**src/rtl/if_id_buffer.sv**
```systemverilog
// if_id_buffer
//   Decoupling FIFO between instruction fetch and decode. Each accepted
//   {pc, instruction} pair is queued and the oldest entry is presented to
//   decode with a valid/ready handshake. A flush (taken branch) discards
//   everything queued plus the entry being offered, and the number of
//   discarded entries accumulates in a saturating counter.
//
// Ports
//   clk        rising-edge clock
//   rst        asynchronous active-low reset
//   if_valid   fetch offers if_pc/if_instr this cycle
//   if_pc      pc of the offered instruction
//   if_instr   offered instruction word
//   if_ready   buffer has room (registered count only)
//   id_valid   head entry valid for decode
//   id_pc      pc of the head entry (0 when empty)
//   id_instr   instruction of the head entry (0 when empty)
//   id_ready   decode consumes the head entry this cycle
//   flush      discard all buffered and incoming entries
//   occupancy  number of valid entries
//   drop_cnt   saturating count of entries discarded by flush

module if_id_buffer #(
  parameter int WIDTH = 19,
  parameter int DEPTH = 2,
  parameter int CNTW  = 8
) (
  input  logic                       clk,
  input  logic                       rst,
  input  logic                       if_valid,
  input  logic [WIDTH-1:0]           if_pc,
  input  logic [WIDTH-1:0]           if_instr,
  output logic                       if_ready,
  output logic                       id_valid,
  output logic [WIDTH-1:0]           id_pc,
  output logic [WIDTH-1:0]           id_instr,
  input  logic                       id_ready,
  input  logic                       flush,
  output logic [$clog2(DEPTH):0]     occupancy,
  output logic [CNTW-1:0]            drop_cnt
);

  localparam int PW = $clog2(DEPTH);
  localparam int CW = PW + 1;
  // Wide enough that drop_cnt + count + 1 never overflows before saturation.
  localparam int SW = CNTW + CW + 1;

  localparam logic [CW-1:0]   DEPTH_C = CW'(DEPTH);
  localparam logic [SW-1:0]   DROP_MAX = SW'({CNTW{1'b1}});

  logic [WIDTH-1:0] mem_pc    [DEPTH];
  logic [WIDTH-1:0] mem_instr [DEPTH];

  logic [PW-1:0] rptr;
  logic [PW-1:0] wptr;
  logic [CW-1:0] count;

  logic          push;
  logic          pop;
  logic [SW-1:0] drop_sum;

  assign if_ready  = (count < DEPTH_C);
  assign id_valid  = (count != '0);
  assign occupancy = count;

  assign push = if_valid & if_ready & ~flush;
  assign pop  = id_valid & id_ready & ~flush;

  assign id_pc    = id_valid ? mem_pc[rptr]    : '0;
  assign id_instr = id_valid ? mem_instr[rptr] : '0;

  // The offered entry counts as dropped whether or not there was room for it.
  assign drop_sum = SW'(drop_cnt) + SW'(count) + SW'(if_valid);

  // Storage needs no reset; id_* are masked by id_valid.
  always_ff @(posedge clk) begin
    if (push) begin
      mem_pc[wptr]    <= if_pc;
      mem_instr[wptr] <= if_instr;
    end
  end

  always_ff @(posedge clk or negedge rst) begin
    if (!rst) begin
      rptr     <= '0;
      wptr     <= '0;
      count    <= '0;
      drop_cnt <= '0;
    end else if (flush) begin
      rptr     <= '0;
      wptr     <= '0;
      count    <= '0;
      drop_cnt <= (drop_sum > DROP_MAX) ? {CNTW{1'b1}} : drop_sum[CNTW-1:0];
    end else begin
      if (push) wptr <= wptr + PW'(1);
      if (pop)  rptr <= rptr + PW'(1);
      case ({push, pop})
        2'b10:   count <= count + CW'(1);
        2'b01:   count <= count - CW'(1);
        default: count <= count;
      endcase
    end
  end

endmodule

```
**config.mk**
```make
export PLATFORM = sky130hd
export DESIGN_NAME = if_id_buffer
export DESIGN_NICKNAME = d
export VERILOG_FILES = /design/src/rtl/if_id_buffer.sv
export SDC_FILE = /design/constraint.sdc
export NUM_CORES = 1
export LEC_CHECK = 0
export ABC_AREA = 0
export ABC_CLOCK_PERIOD_IN_PS = 6180
export CORE_MARGIN = 2
export CORE_UTILIZATION = 30
export DETAILED_ROUTE_END_ITERATION = 7
export PLACE_DENSITY_LB_ADDON = 0.15
export REMOVE_ABC_BUFFERS = 1
export SYNTH_ARGS = -nofsm -noshare
export SYNTH_HDL_FRONTEND = slang
export SYNTH_SLANG_ARGS = --single-unit
```
**constraint.sdc**
```tcl
create_clock -name clk -period 6.18 [get_ports clk]
set_input_delay 1.236 -clock clk [delete_from_list [all_inputs] [get_ports clk]]
set_output_delay 1.236 -clock clk [all_outputs]
set_load 0.01 [all_outputs]
```
### After elaboration in Yosys (flattened, before gate mapping)

Memory sizes are Yosys's and may differ from the RTL's.
Cells that the tools add are included.

| storage, ports and cells | value |
|---|---|
| memory bits (writable) | 76 |
| register bits | 12 |
| output and inout port bits | 50 |
| memories kept | 2 |

| cells by class | value |
|---|---|
| bitwise gates (word level) | 5 |
| reduce and logical (&&, ||, !) cells | 4 |
| eq/ne operators | 2 |
| mux-type cells | 11 |
| add/subtract/negate cells | 6 |
| $lt $le $gt $ge | 2 |

Memory list:

| memory | words | bits a word | rd ports | clocked after Yosys merged registers in | wr ports | RTL line | source |
|---|---|---|---|---|---|---|---|
| mem_instr | 2 | 19 | 1 | 0 | 1 | 52 | `logic [WIDTH-1:0] mem_instr [DEPTH];` |
| mem_pc | 2 | 19 | 1 | 0 | 1 | 51 | `logic [WIDTH-1:0] mem_pc [DEPTH];` |

Operator list:

| kind | number |
|---|---|
| $mux W19 | 2 |
| $add A9 B1 Y10 | 1 |
| $gt A10 B8 Y1 const B | 1 |
| $add A8 B2 Y9 | 1 |
| $mux W8 | 1 |
| $mux W1 | 6 |
| $reduce_bool A2 Y1 | 3 |
| $and A1 B1 Y1 | 4 |
| $pmux W2 S2 | 1 |
| $reduce_bool A3 Y1 | 1 |
| $add A1 B1 Y1 const B | 2 |
| $add A2 B1 Y2 const B | 1 |
| $eq A2 B1 Y1 const B | 1 |
| $eq A2 B2 Y1 const B | 1 |
| $lt A2 B2 Y1 const B | 1 |
| $mux W2 | 1 |
| $sub A2 B1 Y2 const B | 1 |
| $not A1 Y1 | 1 |

### Longest topological paths before layout

| depth | value |
|---|---|
| depth in word-level cells | 6 |
| gate-level depth with buffers | 7 |
| depth with buffers taken out | 7 |

### Least setup slack after synthesis

OpenSTA, ideal clock, no wires.

| timing path | value |
|---|---|
| path kind | input to register |
| start | input port flush |
| end | memory mem_instr[1][0], enable pin |
| cell stages on the path | 2 |
| setup time | 0.489 ns |
| buffers on the path | 1 |
| slack | 1.413 ns |
| data required time | 5.691 ns |
| data arrival time | 4.278 ns |
| cell sequence | clkbuf_1 nor3b_1 |

| on the way | value |
|---|---|
| word-level cells in the longest chain between the ends | 4 |

RTL lines:

| what | RTL line | source |
|---|---|---|
| start, declared | 38 | `input logic flush,` |
| $not A1 Y1 | 66 | `assign push = if_valid & if_ready & ~flush;` |
| $and A1 B1 Y1 | 66 |  |
| $mux W1 | 77 | `if (push) begin` |
| $mux W1 (implied by the code) | 79 | `mem_instr[wptr] <= if_instr;` |
| end, declared | 52 |  |

Every way passes these cells.

### Final worst setup path

| timing path | value |
|---|---|
| start | register rptr |
| end | output port id_instr[5] |

| on the way | value |
|---|---|
| word-level cells in the longest chain between the ends | 2 |

RTL lines:

| what | RTL line | source |
|---|---|---|
| start, declared | 54 | `logic [PW-1:0] rptr;` |
| start signal, assigned | 96 | `if (pop) rptr <= rptr + PW'(1);` |
| $mem_v2 Z2 W19 | - |  |
| $mux W19 | 70 | `assign id_instr = id_valid ? mem_instr[rptr] : '0;` |
| end, declared | 36 | `output logic [WIDTH-1:0] id_instr,` |

Every way passes these cells.

==> reports/qor.txt <==
Part of the Yosys area used for sequential elements: 73.5%
Unrepaired setup endpoints after global routing: false
I/O Buffers: 92
Root buf cell: clkbuf_16
Area leader, netlist: edfxtp_1
Post-layout nets: 373
Iteration count of the initial detailed-routing pass: 4
Vias per Instance: 4.39
Post-DP HPWL: 4590 microns
Placed standard-cell area: 4600 sq um
Critical setup path kind: flip-flop to primary output
Die outline area: 12,600 sq um
Number of different library cells in the post-synthesis netlist: 28
Count of antenna diodes in the layout: 0
Global-route total usage across every layer: 11.0%
Skew-Pair Late Insertion Delay: 330 ps
Peak supply drop: 175 uV
Non-Filler Cell Area, Final: 4900 sq um
Gp weighted congestion: 0.778
Number of antenna violations at the first check in global routing: 0
Maximum number of pins on one net before global-route repair: 40
H-tree Lvls: 3
Worst slew margin: 37.0%
Clock sinks: 88
Post-synth EDFFs: 76
Die W: 112 microns
Share of Yosys cell area claimed by the top area cell type: 64.9%
Met1 wire length: 3090 microns
Max Fclk: 274 MHz
Number of gates resized after CTS: 0
Final worst path period need: 3650 ps
Maximum net fanout on the critical path: 20
Amount of wire on met3 after detailed routing: 488 microns
Crit start category: flip-flop
Number of synthesized register bits: 88
Beginning of the critical path: rptr
Primary FF master, synth: edfxtp_1
DRC violation count after routing: 0
WL final: 6930 microns
Clock tree from TritonCTS: yes
Post-CTS repair timing setup buffer count: 0
Reported max-cap violation count: 0
Final Max Slew Viols: 0
Total length of routed met2 wires: 3270 microns
Vias post-DR: 2,084
Final number of hold-violating endpoints: 0
Count of hold-fix buffers inserted at cts: 0
Setup Skew: 5.62 ps
Via count of the first global-routing pass: 2,096
Area growth from synthesis to layout: 39.5%
Data required time of the worst path: 4940 ps
Placeable core region: 11,400 sq um
Global-route congestion overflow total: 0
Hold_ws: 558 ps
Post-Synthesis Mean Instance Area: 15.2 sq um
Iter 0 DRT Violations: 109
Max Root-Sink Buffers: 2
Synthesized cell area: 3520 sq um
Slew at the pin with the worst max-slew slack: 941 ps
Power Density: 315 nW/um^2
Arrival time of data at the critical path endpoint: 2410 ps
Total Negative Setup Slacks: 0 ps
Ports placed on the boundary: 93
LEAKAGE: 1.68 nW
CTS Buf Count: 9
Fraction of layout cells with a size suffix above 1: 7.53%
Die Span Y: 112 microns
Most common cell after layout, fill and taps aside: clkdlybuf4s50_1
Placed Cells incl. Taps: 459
Final antenna-violating net count: 0
Nature of the critical path endpoint: primary output
Syn Inst Count: 231
Top post-synthesis cells by area: edfxtp_1 65%, mux2i_1 11%, dfrtp_1 8.5%, nor2_1 4.7%, fa_1 1.1%
Worst min-delay path class: flip-flop to flip-flop
Standard-cell rows: 39
Launch instance of the worst min-delay path: drop_cnt[0]
Uppermost signal routing layer after detailed routing: met4
Average routed wire per standard cell: 14.6 microns
Proportion of register bits with asynchronous set or reset after synthesis: 13.6%
First-pass GRT wire length: 10,600 microns
Share of the clock period used by the worst path: 59.0%
Post-route core utilization: 43.0%
Reg-to-reg startpoint: occupancy[1]
Most frequent cells in the layout: 92 x clkdlybuf4s50_1, 76 x edfxtp_1, 43 x nor2_1, 40 x mux2i_1, 11 x dfrtp_1
Non-filler instance count after layout: 475
Initial core utilization: 30.8%
Outcome: completed
Final setup violation count: 0
Synth warnings: 0
Post-CTS clock slew at the launch and capture registers of the worst setup and hold paths: 60 ps
==> stage by stage <==
step                setup WS [ps]  power [mW]
finish                       2530        1.55
global route                 2370        1.62
floorplan                    1500       0.871
CTS                          2470        1.57
global placement             2500        1.02
detailed placement           2480        1.02
==> synth_stat cells (3+ instances only) <==
cell type,n
buf_2,5
nand3_1,3
clkbuf_1,3
edfxtp_1,76
o21ai_0,4
dfrtp_1,12
mux2i_1,40
a21oi_1,6
inv_1,8
xor2_1,3
nor2_1,44
nand2_1,6
==> flip-flops by register name, indices dropped and copies added (netlist names) <==
| name | cells |
|---|---|
| wptr | 1 |
| drop_cnt | 8 |
| occupancy | 2 |
| rptr | 1 |
| mem_instr | 38 |
| mem_pc | 38 |
==> routing by layer <==
layer	track usage, %	vias up
met5	0	-
met2	18.6	64
met1	13.2	991
li1	-	1022
met4	3.41	0
met3	4.05	7
==> critical path, cell delays in order, from the launching register on <==
cell and delay (ps):
dfrtp_2 780, buf_4 460, mux2i_1 260, nor2_1 50, clkdlybuf4s50_1 510
==> layout make-up <==
cell class	instances	area (sq um)
fillers	1085	6510
flip-flops and latches	88	2580
repair buffers	95	943
multi-input cells	125	866
clock buffers	9	225
well taps	143	179
clock inverters	7	77.6
inverters	8	30.0
==> worst paths after layout <==
kind	endpoint	cells after the start	slack (ps)
setup / recovery	id_instr[5]	4	2530
hold / removal	drop_cnt[0]	2	560
setup reg to reg	mem_pc[1][17]	3	3800
hold reg to reg	drop_cnt[0]	2	560
max in group asynchronous	rptr	1	4520
min in group asynchronous	drop_cnt[2]	1	1260
==> cell families (layout without fill, tap and decap cells) <==
| family | after synthesis | in the layout | share of synthesized area [%] |
|---|---|---|---|
| xor+xnor | 3 | 3 | 0.747 |
| compound gates | 14 | 14 | 2.28 |
| mux | 41 | 41 | 11.7 |
| fa+ha+maj | 3 | 3 | 1.49 |
| flops | 88 | 88 | 73.5 |
| buf+inv | 18 | 119 | 2.42 |
| simple gates | 64 | 64 | 7.90 |
==> power breakdown <==
group | switching (mW) | total, mW | internal, mW
logic | 0.120 | 0.268 | 0.147
clock network | 0.223 | 0.540 | 0.317
registers | 0.0425 | 0.738 | 0.695
No activity file was read; power rests on OpenSTA's default activity.
